**config.mk**
```make
export PLATFORM = sky130hd
export DESIGN_NAME = cart_download_packer
export DESIGN_NICKNAME = d
export VERILOG_FILES = /design/src/rtl/n64_cart_pkg.sv /design/src/rtl/cart_word_fifo.sv /design/src/rtl/cart_download_packer.sv
export SDC_FILE = /design/constraint.sdc
export NUM_CORES = 1
export LEC_CHECK = 0
export ABC_AREA = 1
export CORE_MARGIN = 4
export CORE_UTILIZATION = 51
export DETAILED_ROUTE_END_ITERATION = 10
export PLACE_DENSITY = 0.82
export SLEW_MARGIN = 20
export SYNTH_ARGS = -nofsm -noshare
export SYNTH_HDL_FRONTEND = slang
export SYNTH_SLANG_ARGS = --single-unit
```
**constraint.sdc**
```tcl
create_clock -name clk1x -period 4.2 [get_ports clk1x]
set_clock_uncertainty 0.1 [all_clocks]
set_input_delay 0.63 -clock clk1x [delete_from_list [all_inputs] [get_ports clk1x]]
set_output_delay 0.63 -clock clk1x [all_outputs]
set_load 0.01 [all_outputs]
```
**src/rtl/n64_cart_pkg.sv**
```systemverilog
/*------------------------------------------------------------------------------
 * Module   : n64_cart_pkg
 * Purpose  : Shared types, magic bytes and helpers for the N64 cart downloader.
 * Revision : 1.0  initial release
 *----------------------------------------------------------------------------*/
`default_nettype none

package n64_cart_pkg;

   typedef enum logic [1:0] {
      FMT_Z64 = 2'd0,
      FMT_V64 = 2'd1,
      FMT_N64 = 2'd2
   } cart_fmt_e;

   typedef enum logic [1:0] {
      S_IDLE  = 2'd0,
      S_LOAD  = 2'd1,
      S_FLUSH = 2'd2
   } load_state_e;

   typedef enum logic [0:0] {
      W_IDLE = 1'b0,
      W_BUSY = 1'b1
   } wr_state_e;

   localparam logic [7:0]  c_magic_z64  = 8'h80;
   localparam logic [7:0]  c_magic_v64  = 8'h37;
   localparam logic [7:0]  c_magic_n64  = 8'h40;
   localparam logic [26:0] c_hdr_id_off = 27'h3C;
   localparam logic [63:0] c_pal_list   = "DFIPSUXY";

   function automatic logic is_pal_region(input logic [7:0] code);
      logic r_hit;
      r_hit = 1'b0;
      for (int i = 0; i < 8; i++) begin
         if (code == c_pal_list[i*8 +: 8]) r_hit = 1'b1;
      end
      return r_hit;
   endfunction

   // h0 is the halfword at the lower file address; bytes arrive as {later, earlier}
   function automatic logic [31:0] normalise(input cart_fmt_e fmt,
                                             input logic [15:0] h0,
                                             input logic [15:0] h1);
      logic [31:0] w_word;
      case (fmt)
         FMT_V64: w_word = {h0[15:8], h0[7:0], h1[15:8], h1[7:0]};
         FMT_N64: w_word = {h1[15:8], h1[7:0], h0[15:8], h0[7:0]};
         default: w_word = {h0[7:0], h0[15:8], h1[7:0], h1[15:8]};
      endcase
      return w_word;
   endfunction

endpackage

`default_nettype wire

```
**src/rtl/cart_word_fifo.sv**
```systemverilog
/*------------------------------------------------------------------------------
 * Module   : cart_word_fifo
 * Purpose  : Show-ahead synchronous FIFO with occupancy count; full pushes drop.
 * Revision : 1.0  initial release
 *----------------------------------------------------------------------------*/
`default_nettype none

module cart_word_fifo #(
   parameter int WIDTH = 59,
   parameter int DEPTH = 4
) (
   input  logic                     clk1x,
   input  logic                     reset_n,
   input  logic                     i_push,
   input  logic [WIDTH-1:0]         i_din,
   input  logic                     i_pop,
   output logic [WIDTH-1:0]         o_dout,
   output logic                     o_empty,
   output logic                     o_full,
   output logic [$clog2(DEPTH):0]   o_count
);

   localparam int c_aw = $clog2(DEPTH);

   logic [WIDTH-1:0] r_mem [DEPTH];
   logic [c_aw-1:0]  r_wptr;
   logic [c_aw-1:0]  r_rptr;
   logic [c_aw:0]    r_count;
   logic             w_push_ok;
   logic             w_pop_ok;

   assign o_empty   = (r_count == '0);
   assign o_full    = (r_count == (c_aw+1)'(DEPTH));
   assign o_count   = r_count;
   assign o_dout    = r_mem[r_rptr];
   assign w_push_ok = i_push & ~o_full;
   assign w_pop_ok  = i_pop & ~o_empty;

   always_ff @(posedge clk1x) begin
      if (w_push_ok) r_mem[r_wptr] <= i_din;
   end

   always_ff @(posedge clk1x or negedge reset_n) begin
      if (!reset_n) begin
         r_wptr  <= '0;
         r_rptr  <= '0;
         r_count <= '0;
      end else begin
         if (w_push_ok) r_wptr <= r_wptr + 1'b1;
         if (w_pop_ok)  r_rptr <= r_rptr + 1'b1;
         case ({w_push_ok, w_pop_ok})
            2'b10:   r_count <= r_count + 1'b1;
            2'b01:   r_count <= r_count - 1'b1;
            default: r_count <= r_count;
         endcase
      end
   end

endmodule

`default_nettype wire

```
**src/rtl/cart_download_packer.sv**
```systemverilog
/*------------------------------------------------------------------------------
 * Module   : cart_download_packer
 * Purpose  : Packs ioctl halfwords into big-endian ROM words and writes SDRAM.
 * Revision : 1.0  initial release
 *----------------------------------------------------------------------------*/
`default_nettype none

module cart_download_packer
   import n64_cart_pkg::*;
#(
   parameter logic [26:0] CART_BASE  = 27'd8388608,
   parameter int          FIFO_DEPTH = 4,
   parameter logic [5:0]  DL_INDEX   = 6'd1
) (
   input  logic        clk1x,
   input  logic        reset_n,
   input  logic        ioctl_download,
   input  logic [7:0]  ioctl_index,
   input  logic [26:0] ioctl_addr,
   input  logic [15:0] ioctl_dout,
   input  logic        ioctl_wr,
   output logic        ioctl_wait,
   output logic [26:0] sdram_addr,
   output logic [31:0] sdram_din,
   output logic        sdram_req,
   input  logic        sdram_ready,
   output logic        cart_busy,
   output logic        cart_done,
   output logic [26:0] cart_size,
   output logic [15:0] cart_id,
   output logic        region_pal,
   output logic        fmt_error,
   output logic        overflow
);

   localparam int c_cw = $clog2(FIFO_DEPTH) + 1;

   load_state_e      r_state;
   wr_state_e        r_wstate;
   cart_fmt_e        r_fmt;
   logic             r_sel, r_sel_d, r_start_pend;
   logic             r_pend_valid;
   logic [15:0]      r_pend_data;
   logic [26:2]      r_pend_addr;
   logic             r_wait, r_done, r_req;
   logic [26:0]      r_addr, r_size;
   logic [31:0]      r_din;
   logic [15:0]      r_cart_id;
   logic             r_region_pal, r_fmt_error, r_overflow;

   logic             w_sel, w_rise, w_wr_acc, w_tail;
   logic             w_push, w_pop, w_push_ok;
   logic [15:0]      w_h0, w_h1;
   logic [26:0]      w_off, w_push_addr;
   logic [31:0]      w_word;
   logic [58:0]      w_fifo_dout;
   logic             w_empty, w_full;
   logic [c_cw-1:0]  w_count, w_cnt_next;

   // Upper index bits are don't-care; compare against themselves to keep them in use
   assign w_sel    = ioctl_download && (ioctl_index == {ioctl_index[7:6], DL_INDEX});
   assign w_rise   = r_sel & ~r_sel_d;
   assign w_wr_acc = ioctl_wr & w_sel & r_sel & (r_state == S_LOAD);
   assign w_tail   = (r_state == S_LOAD) & ~r_sel & r_pend_valid;

   always_comb begin
      w_push = 1'b0;
      w_h0   = '0;
      w_h1   = '0;
      w_off  = '0;
      if (w_wr_acc && ioctl_addr[1]) begin
         w_push = 1'b1;
         w_h0   = r_pend_valid ? r_pend_data : 16'h0000;
         w_h1   = ioctl_dout;
         w_off  = {ioctl_addr[26:2], 2'b00};
      end else if (w_tail) begin
         w_push = 1'b1;
         w_h0   = r_pend_data;
         w_off  = {r_pend_addr, 2'b00};
      end
   end

   assign w_word      = normalise(r_fmt, w_h0, w_h1);
   assign w_push_addr = CART_BASE + w_off;
   assign w_push_ok   = w_push & ~w_full;
   assign w_pop       = (r_wstate == W_IDLE) & ~w_empty;
   assign w_cnt_next  = w_count + c_cw'(w_push_ok) - c_cw'(w_pop);

   cart_word_fifo #(
      .WIDTH (59),
      .DEPTH (FIFO_DEPTH)
   ) u_fifo (
      .clk1x   (clk1x),
      .reset_n (reset_n),
      .i_push  (w_push),
      .i_din   ({w_push_addr, w_word}),
      .i_pop   (w_pop),
      .o_dout  (w_fifo_dout),
      .o_empty (w_empty),
      .o_full  (w_full),
      .o_count (w_count)
   );

   always_ff @(posedge clk1x or negedge reset_n) begin
      if (!reset_n) begin
         r_state      <= S_IDLE;
         r_fmt        <= FMT_Z64;
         r_sel        <= 1'b0;
         r_sel_d      <= 1'b0;
         r_start_pend <= 1'b0;
         r_pend_valid <= 1'b0;
         r_pend_data  <= '0;
         r_pend_addr  <= '0;
         r_wait       <= 1'b0;
         r_done       <= 1'b0;
         r_size       <= '0;
         r_cart_id    <= '0;
         r_region_pal <= 1'b0;
         r_fmt_error  <= 1'b0;
         r_overflow   <= 1'b0;
      end else begin
         r_sel   <= w_sel;
         r_sel_d <= r_sel;
         r_done  <= 1'b0;
         r_wait  <= (r_state == S_LOAD) && r_sel && (w_cnt_next >= c_cw'(FIFO_DEPTH - 1));
         if (w_rise) r_start_pend <= 1'b1;

         if (w_wr_acc) begin
            if (!ioctl_addr[1]) begin
               r_pend_valid <= 1'b1;
               r_pend_data  <= ioctl_dout;
               r_pend_addr  <= ioctl_addr[26:2];
            end else begin
               r_pend_valid <= 1'b0;
            end
            if (ioctl_addr == 27'd0) begin
               case (ioctl_dout[7:0])
                  c_magic_z64: r_fmt <= FMT_Z64;
                  c_magic_v64: r_fmt <= FMT_V64;
                  c_magic_n64: r_fmt <= FMT_N64;
                  default: begin
                     r_fmt       <= FMT_Z64;
                     r_fmt_error <= 1'b1;
                  end
               endcase
            end
         end
         if (w_tail) r_pend_valid <= 1'b0;

         if (w_push) begin
            if (w_full) r_overflow <= 1'b1;
            else if ((w_off + 27'd4) > r_size) r_size <= w_off + 27'd4;
            if (w_off == c_hdr_id_off) begin
               r_cart_id    <= w_word[31:16];
               r_region_pal <= is_pal_region(w_word[15:8]);
            end
         end

         case (r_state)
            S_IDLE: begin
               if (w_rise || r_start_pend) begin
                  r_state      <= S_LOAD;
                  r_start_pend <= 1'b0;
                  r_fmt        <= FMT_Z64;
                  r_pend_valid <= 1'b0;
                  r_size       <= '0;
                  r_cart_id    <= '0;
                  r_region_pal <= 1'b0;
                  r_fmt_error  <= 1'b0;
                  r_overflow   <= 1'b0;
               end
            end
            S_LOAD: begin
               if (!r_sel) r_state <= S_FLUSH;
            end
            S_FLUSH: begin
               if (w_empty && (r_wstate == W_IDLE)) begin
                  r_state <= S_IDLE;
                  r_done  <= 1'b1;
               end
            end
            default: r_state <= S_IDLE;
         endcase
      end
   end

   // A ready seen while idle belongs to no request and is dropped
   always_ff @(posedge clk1x or negedge reset_n) begin
      if (!reset_n) begin
         r_wstate <= W_IDLE;
         r_req    <= 1'b0;
         r_addr   <= '0;
         r_din    <= '0;
      end else begin
         r_req <= 1'b0;
         case (r_wstate)
            W_IDLE: begin
               if (!w_empty) begin
                  r_addr   <= w_fifo_dout[58:32];
                  r_din    <= w_fifo_dout[31:0];
                  r_req    <= 1'b1;
                  r_wstate <= W_BUSY;
               end
            end
            W_BUSY: begin
               if (sdram_ready) r_wstate <= W_IDLE;
            end
            default: r_wstate <= W_IDLE;
         endcase
      end
   end

   assign ioctl_wait = r_wait;
   assign sdram_addr = r_addr;
   assign sdram_din  = r_din;
   assign sdram_req  = r_req;
   assign cart_busy  = (r_state != S_IDLE);
   assign cart_done  = r_done;
   assign cart_size  = r_size;
   assign cart_id    = r_cart_id;
   assign region_pal = r_region_pal;
   assign fmt_error  = r_fmt_error;
   assign overflow   = r_overflow;

endmodule

`default_nettype wire

```
After elaboration in Yosys (flattened, before gate mapping)
Memory sizes are Yosys's and may differ from the RTL's. A register that Yosys moved wholly into a read port is not among the register bits.
Cells that the tools add are included.
W data, S select, Z words.
- bits in registers: 106
- bits in writable memories: 236
- input port bits: 56
- word-level logic and storage cells: 150
- memories: 1
- add/subtract/negate cells: 8
- order comparisons: 2
- equality and inequality tests: 23
- multiplexer cells: 65
- bitwise operators: 15
- reductions and logical operators: 16
- memory list (memory ; depth ; bits a word ; rd ports ; clocked after Yosys merged registers in ; write ports ; RTL line ; RTL):
    u_fifo.r_mem ; 4 ; 59 ; 1 ; 1 ; 1 ; cart_word_fifo.sv:25 ; logic [WIDTH-1:0] r_mem [DEPTH];
- operator list (operator ; number):
    $mux W27 ; 7
    $mux W16 ; 8
    $eq A8 B7 Y1 const B ; 9
    $pmux W32 S2 ; 1
    $mux W1 ; 38
    $add A24 B27 Y27 const A ; 1
    $add A27 B3 Y27 const B ; 1
    $eq A27 B6 Y1 const B ; 1
    $gt A27 B27 Y1 ; 1
    $logic_not A27 Y1 ; 1
    $mux W2 ; 7
    $and A1 B1 Y1 ; 9
    $eq A8 B6 Y1 const B ; 1
    $eq A8 B8 Y1 const B ; 1
    $eq A2 B1 Y1 const B ; 3
    $eq A2 B2 Y1 const B ; 3
    $eq A6 B1 Y1 const B ; 1
    $ne A2 B2 Y1 const B ; 3
    $not A1 Y1 ; 6
    $pmux W2 S3 ; 1
    $pmux W3 S2 ; 1
    $logic_and A1 B1 Y1 ; 5
    $add A2 B1 Y2 const B ; 2
    $pmux W2 S2 ; 1
    15 further kinds ; 17

Longest topological paths before layout
- word-level depth: 21
- mapped depth: 30
- depth with buffers taken out: 28

By module
Synthesis repeated with hierarchy kept, for this count alone.
- cell total of the unflattened synthesis: 1874
- area total of the unflattened synthesis: 19361.1 µm²
- modules (own cells, without submodules) (module ; times used ; cells each ; area an instance (µm²)):
    cart_word_fifo ; 1 ; 750 ; 9879.5
    cart_download_packer ; 1 ; 1124 ; 9481.6

Least setup slack after synthesis
No wires, ideal clock.
- path type: input-to-reg
- start: input ioctl_index[3]
- end: memory u_fifo.r_mem[0][0] (enable)
- data arrival time: 4030 ps
- data required time: 3627 ps
- slack: -403 ps
- stages on the path: 10
- buffers on the path: 2
- path through: nor2_1 -> nand2_1 -> nor2_4 -> nand3_2 -> buf_6 -> nand2_2 -> inv_2 -> or2_1 -> buf_6 -> nor2_1
- cells in the longest elaborated chain, start to end: 10
- ends and longest elaborated chain (element ; RTL line ; RTL):
    from (decl) ; cart_download_packer.sv:18 ; input logic [7:0] ioctl_index,
    $eq A6 B1 Y1 ; cart_download_packer.sv:61 ; assign w_sel = ioctl_download && (ioctl_index == {ioctl_index[7:6], DL_INDEX});
    $logic_and A1 B1 Y1 ; cart_download_packer.sv:61 ;
    $and A1 B1 Y1 (3 in a row) ; cart_download_packer.sv:63 ; assign w_wr_acc = ioctl_wr & w_sel & r_sel & (r_state == S_LOAD);
    $logic_and A1 B1 Y1 ; cart_download_packer.sv:71 ; if (w_wr_acc && ioctl_addr[1]) begin
    $mux W1 ; cart_download_packer.sv:71 ;
    $and A1 B1 Y1 ; cart_word_fifo.sv:36 ; assign w_push_ok = i_push & ~o_full;
    $mux W1 ; cart_word_fifo.sv:40 ; if (w_push_ok) r_mem[r_wptr] <= i_din;
    $mux W1 (not written as such) ; cart_word_fifo.sv:40 ;
    to (decl) ; cart_word_fifo.sv:25 ;
No other way between the ends.

Worst setup path in the final report
- start: input ioctl_index[0]
- end: register r_size[10], in the netlist cart_size[10]
- cells in the longest elaborated chain, start to end: 14
- elaborated cells on any way between the ends: 15
- those cells by class: add/sub (1); order compare (1); eq/ne (1); mux (7); bitwise (3); reduce/logical (2)
- ends and longest elaborated chain (element ; RTL line ; RTL):
    $eq A6 B1 Y1 (*) ; cart_download_packer.sv:61 ;
    $logic_and A1 B1 Y1 (*) ; cart_download_packer.sv:61 ;
    $and A1 B1 Y1 (*) (3 in a row) ; cart_download_packer.sv:63 ;
    $logic_and A1 B1 Y1 (*) ; cart_download_packer.sv:71 ;
    $mux W27 ; cart_download_packer.sv:71 ;
    $add A27 B3 Y27 ; cart_download_packer.sv:152 ; else if ((w_off + 27'd4) > r_size) r_size <= w_off + 27'd4;
    $gt A27 B27 Y1 ; cart_download_packer.sv:152 ;
    $mux W27 ; cart_download_packer.sv:152 ;
    $mux W27 ; cart_download_packer.sv:151 ; if (w_full) r_overflow <= 1'b1;
    $mux W27 (*) ; cart_download_packer.sv:150 ; if (w_push) begin
    $mux W27 ; cart_download_packer.sv:161 ; if (w_rise || r_start_pend) begin
    $mux W27 (*) ; cart_download_packer.sv:159 ; case (r_state)
    to (signal assigned) ; cart_download_packer.sv:152 ;
    to (decl) ; cart_download_packer.sv:46 ; logic [26:0] r_addr, r_size;
Every way passes the cells marked *; elsewhere a longest branch is shown, timed or not.
A chain may end at the register's enable or synchronous reset.

==> flow_summary.json <==
{
  "max_freq_ghz": 0.2373,
  "placed_cell_area_um2": 21010,
  "crit_required_ns": 4.53,
  "fin_crit_ns": 4.214,
  "synth_top_area_share_pct": 37.86,
  "fp-row-count": 68,
  "die_area_um2": 38530,
  "vias": 14670,
  "place.gp.congestion": 0.9255,
  "grt_max_degree": 116,
  "finalCritPeriodShare_pct": 100.3,
  "ys_warn_count": 0,
  "crit_slowest_cell": "clkdlybuf4s50_1",
  "grt.overflow.total": 0,
  "antenna_left": 0,
  "synth.area.top_cells": "edfxtp_1, dfrtp_1, nor2_1",
  "final_hold_viol_count": 0,
  "yosysSeqAreaShare_pct": 60.42,
  "drt_first_iter_violations": 1504,
  "timing.hold.ws_ns": 0.3646,
  "synth_common_cells": "nor2_1, nand2_1, edfxtp_1, o21ai_0, inv_1",
  "insertedDiodeCount": 0,
  "finalSetupViolations": 1,
  "cts_tree": "built",
  "ys_ff_latch": 391,
  "syn-instance-count": 1841,
  "final_area_um2": 23220,
  "slowest_delay_ns": 0.49,
  "p_leak_nw": 9.742,
  "route.detailed.drc": 0,
  "syn_area_per_cell_um2": 9.822,
  "slew_viol_final": 0,
  "status": "complete, but fails checks",
  "cts_htree_levels": 2,
  "hold_path.class": "reg -> reg",
  "clkLatencyLatePin_ns": 0.54,
  "synth_cell_types": 51,
  "rsz0062_at_grt": "true",
  "die_w_um": 196.3,
  "grt_pass1_vias": 14200,
  "cpMostUsedCell": "nor2_4",
  "chipHeight_um": 196.3,
  "wl_per_cell_um": 19.83,
  "clock_sinks": 391,
  "powerDensity_nw_per_um2": 534.8,
  "crit_arrival_ns": 4.55,
  "cts_buffers": 41,
  "critPathMaxFanout": 8,
  "fin_nets": 2206,
  "cts.clk_slew.worst_paths_ns": 0.07,
  "syn_to_final_growth_pct": 28.39,
  "tightest_slew_ns": 0.9664,
  "maxCapViolCount": 0,
  "grt_pass1_wl_um": 77300,
  "async_flop_share_pct": 41.69,
  "relSlewSlack_pct": 34.89,
  "post-synth-top-count-cell": "nor2_1",
  "fin_ws_ns": -0.01375,
  "synthFlopType": "edfxtp_1",
  "peakVddDrop_mv": 0.5940,
  "synth_area_leader_cell": "edfxtp_1",
  "synth_area_um2": 18080,
  "viasPerCell": 5.643,
  "coreArea_um2": 34800,
  "cts_root_buffer": "clkbuf_16",
  "numPortBuffers": 160,
  "start_util_pct": 51.96,
  "cp-end-kind": "register",
  "place_hpwl_um": 32620,
  "totalWireLength_um": 51550,
  "cp-start-kind": "input port",
  "critPathKind": "in -> reg",
  "synth_edf_count": 228,
  "drt-pass1-iter-count": 6,
  "antenna_found_initial": 0,
  "violations": "negative setup slack",
  "clk_path_buf_depth": 3,
  "io_pins": 165,
  "drive_gt1_share_pct": 17.81,
  "grt_usage_pct": 25.27
}
-- sequential cells by signal, summed over array words and instances, names as in the netlist, 3 cells and up --
| signal | flops |
|---|---|
| cart_id | 16 |
| cart_size | 27 |
| r_pend_addr | 25 |
| r_pend_data | 16 |
| sdram_addr | 25 |
| sdram_din | 32 |
| u_fifo.o_count | 3 |
| u_fifo.r_mem | 228 |
-- power by group --
| part | internal [mW] | total [mW] | switching, mW |
|---|---|---|---|
| clock network | 2.28 | 3.80 | 1.52 |
| registers | 4.54 | 4.80 | 0.264 |
| logic | 1.44 | 3.81 | 2.37 |
| total | 8.26 | 12.4 | 4.16 |
-- area by class of cell --
| type | count | area (um^2) |
|---|---|---|
| inverter | 184 | 706.9 |
| fill | 2411 | 11580 |
| multi-input combinational | 1171 | 6590 |
| tap | 455 | 569.3 |
| clock inverter | 28 | 345.3 |
| sequential | 391 | 10930 |
| timing repair buffer | 323 | 3004 |
| clock buffer | 48 | 1072 |
-- placed cells by master (no fill, tap or decap), drive strengths merged, types with 8 or more instances in the layout --
cell type / count
buf: 160
a31oi: 60
nand4: 29
mux2: 9
o221ai: 14
a21oi: 54
nor3: 14
o21ai: 203
a211oi: 14
clkbuf: 51
nor2: 383
nand2: 267
edfxtp: 228
xor2: 20
inv: 184
a2bb2oi: 8
nand3: 32
dfrtp: 163
ha: 36
clkinv: 18
clkdlybuf4s50: 155
-- cells by family after synthesis --
logic type | after synthesis | share of synthesized area [%]
adders and majority gates | 38 | 2.712
buffers and inverters | 280 | 6.276
and+or+nand+nor | 738 | 17.24
other | 1 | 0.02074
DFF | 391 | 60.42
AOI/OAI and AO/OA | 362 | 11.71
xor gates and xnor gates | 22 | 1.066
muxes | 9 | 0.5605
-- layer usage --
metal  wire [um]  global-route usage, %
met5           0                      0
met4        1482                  6.827
met3        4279                  3.555
met2       25040                  42.52
met1       20750                  34.77
-- stage by stage --
step	cells	setup slack, ns	utilization, %	power, mW	setup TNS, ns
floorplan	1842	-0.4026	-	7.021	-92.30
global placement	2503	-0.5346	60.38	8.390	-13.21
detailed placement	2503	-0.6648	60.38	8.565	-16.18
CTS	2580	0.007966	64.52	12.38	0
global route	2600	-0.2233	66.72	13.06	-4.015
finish	2600	-0.01375	66.72	12.42	-0.01375
-- worst paths after layout --
check,start,to,slack (ns),cells past startpoint
worst max-delay path,ioctl_index[0],cart_size[10],-0.01,25
worst min-delay path,r_sel,r_sel_d,0.36,0
worst max register to register,r_state[1],cart_size[10],0.08,25
worst min register to register,r_sel,r_sel_d,0.36,0
max in group asynchronous,reset_n,r_pend_addr[15],2.47,3
min in group asynchronous,reset_n,sdram_addr[2],0.51,2
-- worst max-delay path: cells and delay by family --
family / cells / cell delay, ns
AO/OA/AOI/OAI: 4 / 0.46
XOR/XNOR: 1 / 0.25
adder cells (fa/ha/maj): 1 / 0.27
buffers and inverters: 9 / 1.44
AND/OR/NAND/NOR: 10 / 1.48
-- repair_timing --
action	in CTS	in global routing
hold buffers	1	0
setup endpoints to repair	25	27
pin swaps	0	38
hold endpoints to repair	42	0
gates cloned	0	4
resized for setup	3	124
buffers inserted	0	16
Power figures use the tool's default switching activity.
